--- src/rtl/config_pkg.sv ---
// Field codes and FSM encodings shared by the configuration controller
// and every downstream 2-digit field counter.
package config_pkg;

  localparam int NUM_FIELDS_DEF = 8;

  localparam logic [3:0] FIELD_NONE = 4'd0;
  localparam logic [3:0] FIELD_DD   = 4'd1;
  localparam logic [3:0] FIELD_MO   = 4'd2;
  localparam logic [3:0] FIELD_YY   = 4'd3;
  localparam logic [3:0] FIELD_CHH  = 4'd4;
  localparam logic [3:0] FIELD_CMM  = 4'd5;
  localparam logic [3:0] FIELD_THH  = 4'd6;
  localparam logic [3:0] FIELD_TMM  = 4'd7;
  localparam logic [3:0] FIELD_TSS  = 4'd8;

  localparam logic [1:0] ST_IDLE     = 2'd0;
  localparam logic [1:0] ST_EDIT     = 2'd1;
  localparam logic [1:0] ST_FIN      = 2'd2;
  localparam logic [1:0] ST_WAIT_LOW = 2'd3;

  typedef enum logic [1:0] {
    S_IDLE     = ST_IDLE,
    S_EDIT     = ST_EDIT,
    S_FIN      = ST_FIN,
    S_WAIT_LOW = ST_WAIT_LOW
  } cfg_state_t;

  // Next field code to the right/left, wrapping within 1..num_fields.
  function automatic logic [3:0] field_step(input logic [3:0] f, input logic fwd,
                                            input logic [3:0] num_fields);
    if (fwd) return (f >= num_fields) ? FIELD_DD : f + 4'd1;
    else     return (f <= FIELD_DD) ? num_fields : f - 4'd1;
  endfunction

endpackage

--- src/rtl/antirrebote.sv ---
// Two-flop synchroniser, counting debouncer and registered rising-edge pulse
// for one asynchronous front-panel input.
module antirrebote #(
  parameter int DEB_CYCLES = 2_000_000
) (
  input  logic clk,
  input  logic reset,
  input  logic din,
  output logic level,
  output logic rise
);

  localparam int CW = $clog2(DEB_CYCLES + 1);
  localparam logic [CW-1:0] CNT_LAST = CW'(DEB_CYCLES - 1);

  logic          s1_q, s2_q;
  logic          level_q, level_d;
  logic          prev_q;
  logic          rise_q, rise_d;
  logic [CW-1:0] cnt_q, cnt_d;

  // The counter only runs while the synchronised input disagrees with the
  // accepted level, so any bounce back drops it to zero.
  always_comb begin
    level_d = level_q;
    cnt_d   = '0;
    if (s2_q != level_q) begin
      if (cnt_q >= CNT_LAST) begin
        level_d = ~level_q;
      end else begin
        cnt_d = cnt_q + CW'(1);
      end
    end
    rise_d = level_q & ~prev_q;
  end

  always_ff @(posedge clk) begin
    if (!reset) begin
      s1_q    <= 1'b0;
      s2_q    <= 1'b0;
      level_q <= 1'b0;
      prev_q  <= 1'b0;
      rise_q  <= 1'b0;
      cnt_q   <= '0;
    end else begin
      s1_q    <= din;
      s2_q    <= s1_q;
      level_q <= level_d;
      prev_q  <= level_q;
      rise_q  <= rise_d;
      cnt_q   <= cnt_d;
    end
  end

  assign level = level_q;
  assign rise  = rise_q;

endmodule

--- src/rtl/control_config_botones.sv ---
// Configuration-mode controller: conditions the panel inputs, selects the
// active field and drives the shared up/down enables for the field counters.
module control_config_botones
  import config_pkg::*;
#(
  parameter int DEB_CYCLES     = 2_000_000,
  parameter int TIMEOUT_CYCLES = 1_000_000_000,
  parameter int NUM_FIELDS     = NUM_FIELDS_DEF
) (
  input  logic       clk,
  input  logic       reset,
  input  logic       sw_config,
  input  logic       btn_up,
  input  logic       btn_down,
  input  logic       btn_left,
  input  logic       btn_right,
  output logic [3:0] en_count,
  output logic       enUP,
  output logic       enDOWN,
  output logic       cfg_fin,
  output logic [1:0] state_dbg
);

  localparam int TW = $clog2(TIMEOUT_CYCLES);
  localparam logic [TW-1:0] TO_LAST    = TW'(TIMEOUT_CYCLES - 1);
  localparam logic [3:0]    NUM_FIELDS4 = 4'(NUM_FIELDS);

  // Input index: 0 up, 1 down, 2 left, 3 right, 4 config switch.
  logic [4:0] raw_in, lvl, rise;
  assign raw_in = {sw_config, btn_right, btn_left, btn_down, btn_up};

  for (genvar gi = 0; gi < 5; gi++) begin : g_deb
    antirrebote #(.DEB_CYCLES(DEB_CYCLES)) u_deb (
      .clk   (clk),
      .reset (reset),
      .din   (raw_in[gi]),
      .level (lvl[gi]),
      .rise  (rise[gi])
    );
  end

  cfg_state_t    state_q, state_d;
  logic [3:0]    field_q, field_d;
  logic [TW-1:0] inact_q, inact_d;
  logic [3:0]    en_count_q, en_count_d;
  logic          en_up_q, en_up_d;
  logic          en_down_q, en_down_d;
  logic          cfg_fin_q, cfg_fin_d;
  logic          activity;

  assign activity = (|lvl[3:0]) | (|rise[3:0]);

  always_comb begin
    state_d = state_q;
    field_d = field_q;
    inact_d = inact_q;
    case (state_q)
      S_IDLE: begin
        if (rise[4]) begin
          state_d = S_EDIT;
          field_d = FIELD_DD;
          inact_d = '0;
        end
      end
      S_EDIT: begin
        if (rise[3] && !rise[2])      field_d = field_step(field_q, 1'b1, NUM_FIELDS4);
        else if (rise[2] && !rise[3]) field_d = field_step(field_q, 1'b0, NUM_FIELDS4);
        inact_d = activity ? '0 : inact_q + TW'(1);
        // Switch release wins over a simultaneous timeout.
        if (!lvl[4])                  state_d = S_IDLE;
        else if (inact_q >= TO_LAST)  state_d = S_FIN;
      end
      S_FIN:    state_d = S_WAIT_LOW;
      default: begin
        if (!lvl[4]) state_d = S_IDLE;
      end
    endcase

    // Outputs are decoded from the next state so they register with it.
    en_count_d = FIELD_NONE;
    en_up_d    = 1'b0;
    en_down_d  = 1'b0;
    cfg_fin_d  = (state_d == S_FIN);
    if (state_d == S_EDIT) begin
      en_count_d = field_d;
      en_up_d    = lvl[0] & ~lvl[1];
      en_down_d  = lvl[1] & ~lvl[0];
    end
  end

  always_ff @(posedge clk) begin
    if (!reset) begin
      state_q    <= S_IDLE;
      field_q    <= FIELD_DD;
      inact_q    <= '0;
      en_count_q <= FIELD_NONE;
      en_up_q    <= 1'b0;
      en_down_q  <= 1'b0;
      cfg_fin_q  <= 1'b0;
    end else begin
      state_q    <= state_d;
      field_q    <= field_d;
      inact_q    <= inact_d;
      en_count_q <= en_count_d;
      en_up_q    <= en_up_d;
      en_down_q  <= en_down_d;
      cfg_fin_q  <= cfg_fin_d;
    end
  end

  assign en_count  = en_count_q;
  assign enUP      = en_up_q;
  assign enDOWN    = en_down_q;
  assign cfg_fin   = cfg_fin_q;
  assign state_dbg = state_q;

endmodule

--- config.mk ---
export PLATFORM = sky130hd
export DESIGN_NAME = control_config_botones
export DESIGN_NICKNAME = d
export VERILOG_FILES = /design/src/rtl/config_pkg.sv /design/src/rtl/antirrebote.sv /design/src/rtl/control_config_botones.sv
export SDC_FILE = /design/constraint.sdc
export NUM_CORES = 1
export LEC_CHECK = 0
export BUFFER_PORTS_ARGS = -buffer_cell sky130_fd_sc_hd__buf_2
export CAP_MARGIN = 20
export CORE_MARGIN = 2
export CORE_UTILIZATION = 33
export CTS_CLUSTER_DIAMETER = 100
export DETAILED_ROUTE_END_ITERATION = 7
export SLEW_MARGIN = 20
export SYNTH_ARGS = -nofsm -noshare
export SYNTH_HDL_FRONTEND = slang
export SYNTH_SLANG_ARGS = --single-unit
--- constraint.sdc ---
create_clock -name clk -period 4.3 [get_ports clk]
set_input_delay 0 -clock clk [delete_from_list [all_inputs] [get_ports clk]]
set_output_delay 0 -clock clk [all_outputs]
set_load 0.005 [all_outputs]
# Yosys cells after proc, flatten, opt, wreduce, memory -nomap -nowiden
# Index checks and enable logic that the tools add are counted.
dict set report op_classes {
  n_bitwise 24
  order_cmp 8
  n_eq_ne 10
  n_mux 14
  addsub 8
  n_reduce_logical 20
}
# op n
set ops {}
lappend ops {{$add A21 B1 Y21 const B} 5}
lappend ops {{$ge A21 B21 Y1 const B} 5}
lappend ops {{$mux W30} 2}
lappend ops {{$pmux W30 S2} 1}
lappend ops {{$add A30 B1 Y30 const B} 1}
lappend ops {{$ge A30 B30 Y1 const B} 1}
lappend ops {{$mux W4} 5}
lappend ops {{$not A1 Y1} 16}
lappend ops {{$reduce_or A3 Y1} 5}
lappend ops {{$reduce_and A2 Y1} 7}
lappend ops {{$mux W2} 4}
lappend ops {{$pmux W4 S2} 1}
lappend ops {{$reduce_or A4 Y1} 2}
lappend ops {{$and A1 B1 Y1} 7}
lappend ops {{$pmux W2 S3} 1}
lappend ops {{$ne A1 B1 Y1} 5}
lappend ops {{$add A4 B1 Y4 const B} 1}
lappend ops {{$eq A2 B1 Y1 const B} 2}
lappend ops {{$eq A2 B2 Y1 const B} 2}
lappend ops {{$ge A4 B4 Y1 const B} 1}
lappend ops {{$le A4 B1 Y1 const B} 1}
lappend ops {{$sub A4 B1 Y4 const B} 1}
lappend ops {{$logic_and A1 B1 Y1} 2}
lappend ops {{$logic_not A1 Y1} 2}
lappend ops {{other kinds (4)} 4}
dict set report totals {
  ff_bits 173
  output_inout_bits 9
  elab_cells 121
  in_bits 7
}

# Logic depth before layout (Yosys ltp)
dict set report depth {
  ltp_word 6
  ltp_mapped 7
  depth_no_buf 7
}

# Modules after synthesis
# From an unflattened synthesis, not the netlist that was laid out.
dict set report unflattened {
  hier_cells 953
  hier_area_um2 8588.2
}
# mod cells_per_inst n_inst area_each_um2 seq_area_each_um2
set by_module_without_submodules {}
lappend by_module_without_submodules {antirrebote 129 5 1217.4 520.5}
lappend by_module_without_submodules {control_config_botones 308 1 2501.1 860.8}

# Worst setup path before layout
# Ideal clock, no wire load.
dict set report synth_path {
  path_kind {register -> register}
  start {register inact_q[0]}
  end {register en_down_q (netlist: enDOWN)}
  stages_incl_launch_ff 7
  t_arrival_ps 1904
  synth_period_minus_slack_ps 2027
  setup_ps 123
  required_time_ps 4177
  path_buffers 0
  path_slack_ps 2273
  cell_sequence {dfxtp_1 -> ha_1 -> inv_1 -> or4_4 -> a2111o_1 -> a31oi_4 -> nor3b_1}
}
dict set report synth_via {
  elab_chain_len 6
}
# element line
set synth_rtl {}
lappend synth_rtl {{start: declaration} control_config_botones.sv:44} ;# logic [TW-1:0] inact_q, inact_d;
lappend synth_rtl {{start signal: assignment} control_config_botones.sv:103} ;# inact_q <= inact_d;
lappend synth_rtl {{$ge A30 B30 Y1} control_config_botones.sv:71} ;# else if (inact_q >= TO_LAST) state_d = S_FIN;
lappend synth_rtl {{$mux W2} control_config_botones.sv:71}
lappend synth_rtl {{$mux W2} control_config_botones.sv:70} ;# if (!lvl[4]) state_d = S_IDLE;
lappend synth_rtl {{$pmux W2 S3} control_config_botones.sv:57} ;# case (state_q)
lappend synth_rtl {{$eq A2 B1 Y1} control_config_botones.sv:84} ;# if (state_d == S_EDIT) begin
lappend synth_rtl {{$reduce_and A2 Y1 (no source line)} -}
lappend synth_rtl {{end signal: assignment} control_config_botones.sv:106} ;# en_down_q <= en_down_d;
lappend synth_rtl {{end: declaration} control_config_botones.sv:47} ;# logic en_down_q, en_down_d;
# No other way between the ends.
# A chain may end at the register's enable or synchronous reset.

# Worst setup path in the final report
dict set report layout_path {
  start {register state_q[0] (netlist: state_dbg[0])}
  end {register inact_q[29]}
}
dict set report layout_via {
  elab_chain_len 3
  word_cells_on_any_way 6
  classes_between {2 x eq/ne; 1 x mux; 3 x reduce/logical}
}
# element line
set layout_rtl {}
lappend layout_rtl {{start: declaration} control_config_botones.sv:42} ;# cfg_state_t state_q, state_d;
lappend layout_rtl {{start signal: assignment} control_config_botones.sv:101} ;# state_q <= state_d;
lappend layout_rtl {{$logic_not A2 Y1 or $eq A2 B1 Y1 (tied branches)} control_config_botones.sv:57}
lappend layout_rtl {{$ne A2 B1 Y1 (no source line) or $reduce_bool A2 Y1 (tied branches)} -}
lappend layout_rtl {{$reduce_and A2 Y1 (no source line)} -}
# Several ways; a longest one is shown, not always the timed one.

==> flow_summary.ini <==
[synthesis]
synth_area_mm2 = 0.00775
synth_commonest_cells = 173 x dfxtp_1, 137 x nor2_1, 70 x nand2_1
yosysMostFrequentCell = dfxtp_1
synth_edf_count = 0
synthFlopType = dfxtp_1
synth.ff_latch_count = 173
synth_area_leader_cell = dfxtp_1
syn_nets = 913
async_flop_share_pct = 0
synth_cell_type_count = 64
ys_warn_count = 0
synthCells = 897
synth_seq_area_share_pct = 44.7
synth_top_area_share_pct = 44.7
synth_top_cells_by_area = dfxtp_1 45%, nor2_1 6.6%, xnor2_1 6.0%
avgSynthCellArea_um2 = 8.64

[global_route]
grt_pass1_vias = 5591
grt_max_degree = 24
grt-ovfl-total = 0
grt_use_met1_pct = 17.5
grt_usage_pct = 12.7
grt_use_met2_pct = 19.9
top_usage_layer = met2
grt_first_pass_wirelength_mm = 26.0
use_met3_pct = 2.40
grt_antenna_before_repair = 0

[power_and_ir_drop]
power.density_mw_per_mm2 = 361
p_leak_uw = 0.00298
ir_worst_vdd_mv = 0.281
finalPower_uw = 3170

[clock_network]
cts-resized-gates = 0
clkSinkCount = 173
numCtsBuffers = 17
postCtsSetupRepairBufs = 0
cts_max_level = 4
clk_pin_slew_ps = 60
insertion_delay_ps = 420
cts_tree = done
cts_buffer_depth = 2
cts_hold_buffers = 6
clockRootBuffer = clkbuf_16

[worst_setup_path]
cp_num_buf_inv = 0
rr_worst_depth = 5
reg2reg_to = inact_q[29]
crit_chain = nor2b_1 > nand4_1 > or4_1 > o2bb2a_1 > nand2_1
cp.required_ps = 4670
cpLargestDelayFamily = simple AND/OR/NAND/NOR gates
rr_startpoint = state_dbg[0]
ff2ff_setup_slack_ps = 1700
cp-start-kind = flip-flop
cp_slowest_stage_delay_ps = 650
crit_fanout = 12
path_class = reg -> reg
cpMaxStageDelayCell = or4_1
crit_start = state_dbg[0]
end_kind = flip-flop
worstPathArrival_ps = 2970

[final_layout]
antenna_cells = 0
fin_util_pct = 37.8
nFillCells = 2394
area_delta_synth_final_pct = 13.5
num-nets-final = 930
final_area_mm2 = 0.00879
drive_above_1_share_pct = 6.58
layout.cells.non_filler = 1246

[timing]
rsz0062_at_grt = no
fmax_mhz = 385
min_period_ps = 2600
clock_skew_ps = 5.53
worst_pin_slew_ps = 831
setup_viol = 0
relSlewSlack_pct = 44.5
slew_violations = 0
fin_crit_sh_pct = 60.4
hold_viol = 0
tns_ps = 0

[routing]
drt_iter0_drc = 324
ant_nets = 0
post_drt_wl_per_cell_um = 12.1
vias_per_cell = 4.87
drc = 0
wirelength_mm = 15.1
num_vias = 6071
first_pass_iters = 4

[place]
port_buffers = 15
dp_hpwl_mm = 10.3
gp_congestion = 0.769
place_area_mm2 = 0.00815
place_inst = 1208

[worst_hold_path]
hold_path.class = in -> reg
hold_end = g_deb[3].u_deb.s1_q
whs_path_depth = 3
hp-start = btn_right

[die]
num_rows = 56
io_pins = 16
core_mm2 = 0.0233
dieWidth_um = 157
fp.dieH_um = 157
dieArea_mm2 = 0.0247
initial_core_util_pct = 33.3

[run_status]
outcome = finished clean

[flow_run]
cap_violations = 0
-- worst reg2reg max path, cell delays in order (launching register included) --
cell,delay [ps]
dfxtp_1,460
nor2b_1,490
nand4_1,600
or4_1,650
o2bb2a_1,280
nand2_1,60
-- layout make-up --
type                            count  area, µm²  area share [%]
Inverter                           27        101            1.15
Timing Repair Buffer               24        158            1.79
Clock buffer                       20        447            5.08
Tap cell                          319        399            4.54
Sequential cell                   173       3460            39.4
Multi-Input combinational cell    671       4080            46.5
Clock inverter                     12        139            1.58
-- stage by stage --
stage	hold slack [ps]	setup WS (ps)
after floorplan	127	2270
after global placement	219	1800
after detailed placement	218	1730
after CTS	309	1710
after global routing	322	1480
final	322	1700
-- cells by family after synthesis --
group,count (synthesis),share of synthesized area [%]
and+or+nand+nor,452,29.5
DFF,173,44.7
xor gates and xnor gates,106,12.0
AOI/OAI and AO/OA,100,9.25
buffers and inverters,53,2.60
adders and majority gates,9,1.45
muxes,4,0.517
-- layout by cell type, fill, tap and decap left out, drive strengths merged, types with 5 or more instances in the layout --
master,instances
a41oi,7
nand4,28
a21boi,7
buf,18
or3,5
a31oi,8
and2,24
xor2,53
ha,9
dlygate4sd3,6
and4,15
o21ai,20
nor2b,5
clkinv,5
nor2,138
or4,9
o211ai,6
inv,29
a21oi,15
clkbuf,20
nor3b,7
nand3,55
nor3,44
dfxtp,173
xnor2,53
and3,24
nor4,16
nand2,70
nand2b,6
-- per-layer routing --
| metal | wire length [µm] | up-vias | part of all wire, % |
|---|---|---|---|
| met5 | 0 | - | 0 |
| met4 | 239 | 0 | 1.6 |
| met3 | 444 | 17 | 2.9 |
| met2 | 6610 | 76 | 44 |
| met1 | 7790 | 2790 | 52 |
| li1 | - | 3188 | - |
-- sequential cells by signal, summed over array words and instances (netlist names) --
name                cells
g_deb.u_deb.prev_q      5
state_dbg               2
g_deb.u_deb.s2_q        5
field_q                 4
g_deb.u_deb.cnt_q     105
cfg_fin                 1
g_deb.u_deb.rise        5
inact_q                30
g_deb.u_deb.s1_q        5
en_count                4
enDOWN                  1
g_deb.u_deb.level       5
enUP                    1
-- worst max path at each step --
stage,to,cells past startpoint,slack [ps]
2_1_floorplan,enDOWN,6,2270
3_3_place_gp,inact_q[29],5,1800
3_5_place_dp,inact_q[29],5,1730
4_1_cts,inact_q[29],5,1710
5_1_grt,inact_q[29],5,1480
6_report,inact_q[29],5,1700
-- power breakdown --
| group | leakage, µW | internal (µW) | total [µW] | switching (µW) |
|---|---|---|---|---|
| Combinational | 0.00130 | 13.0 | 39.2 | 26.2 |
| Clock | 0.000279 | 877 | 1520 | 639 |
| Sequential | 0.00140 | 1610 | 1610 | 4.87 |
| Total | 0.00298 | 2500 | 3170 | 671 |
Note: power is estimated with default switching activity, not from simulation.
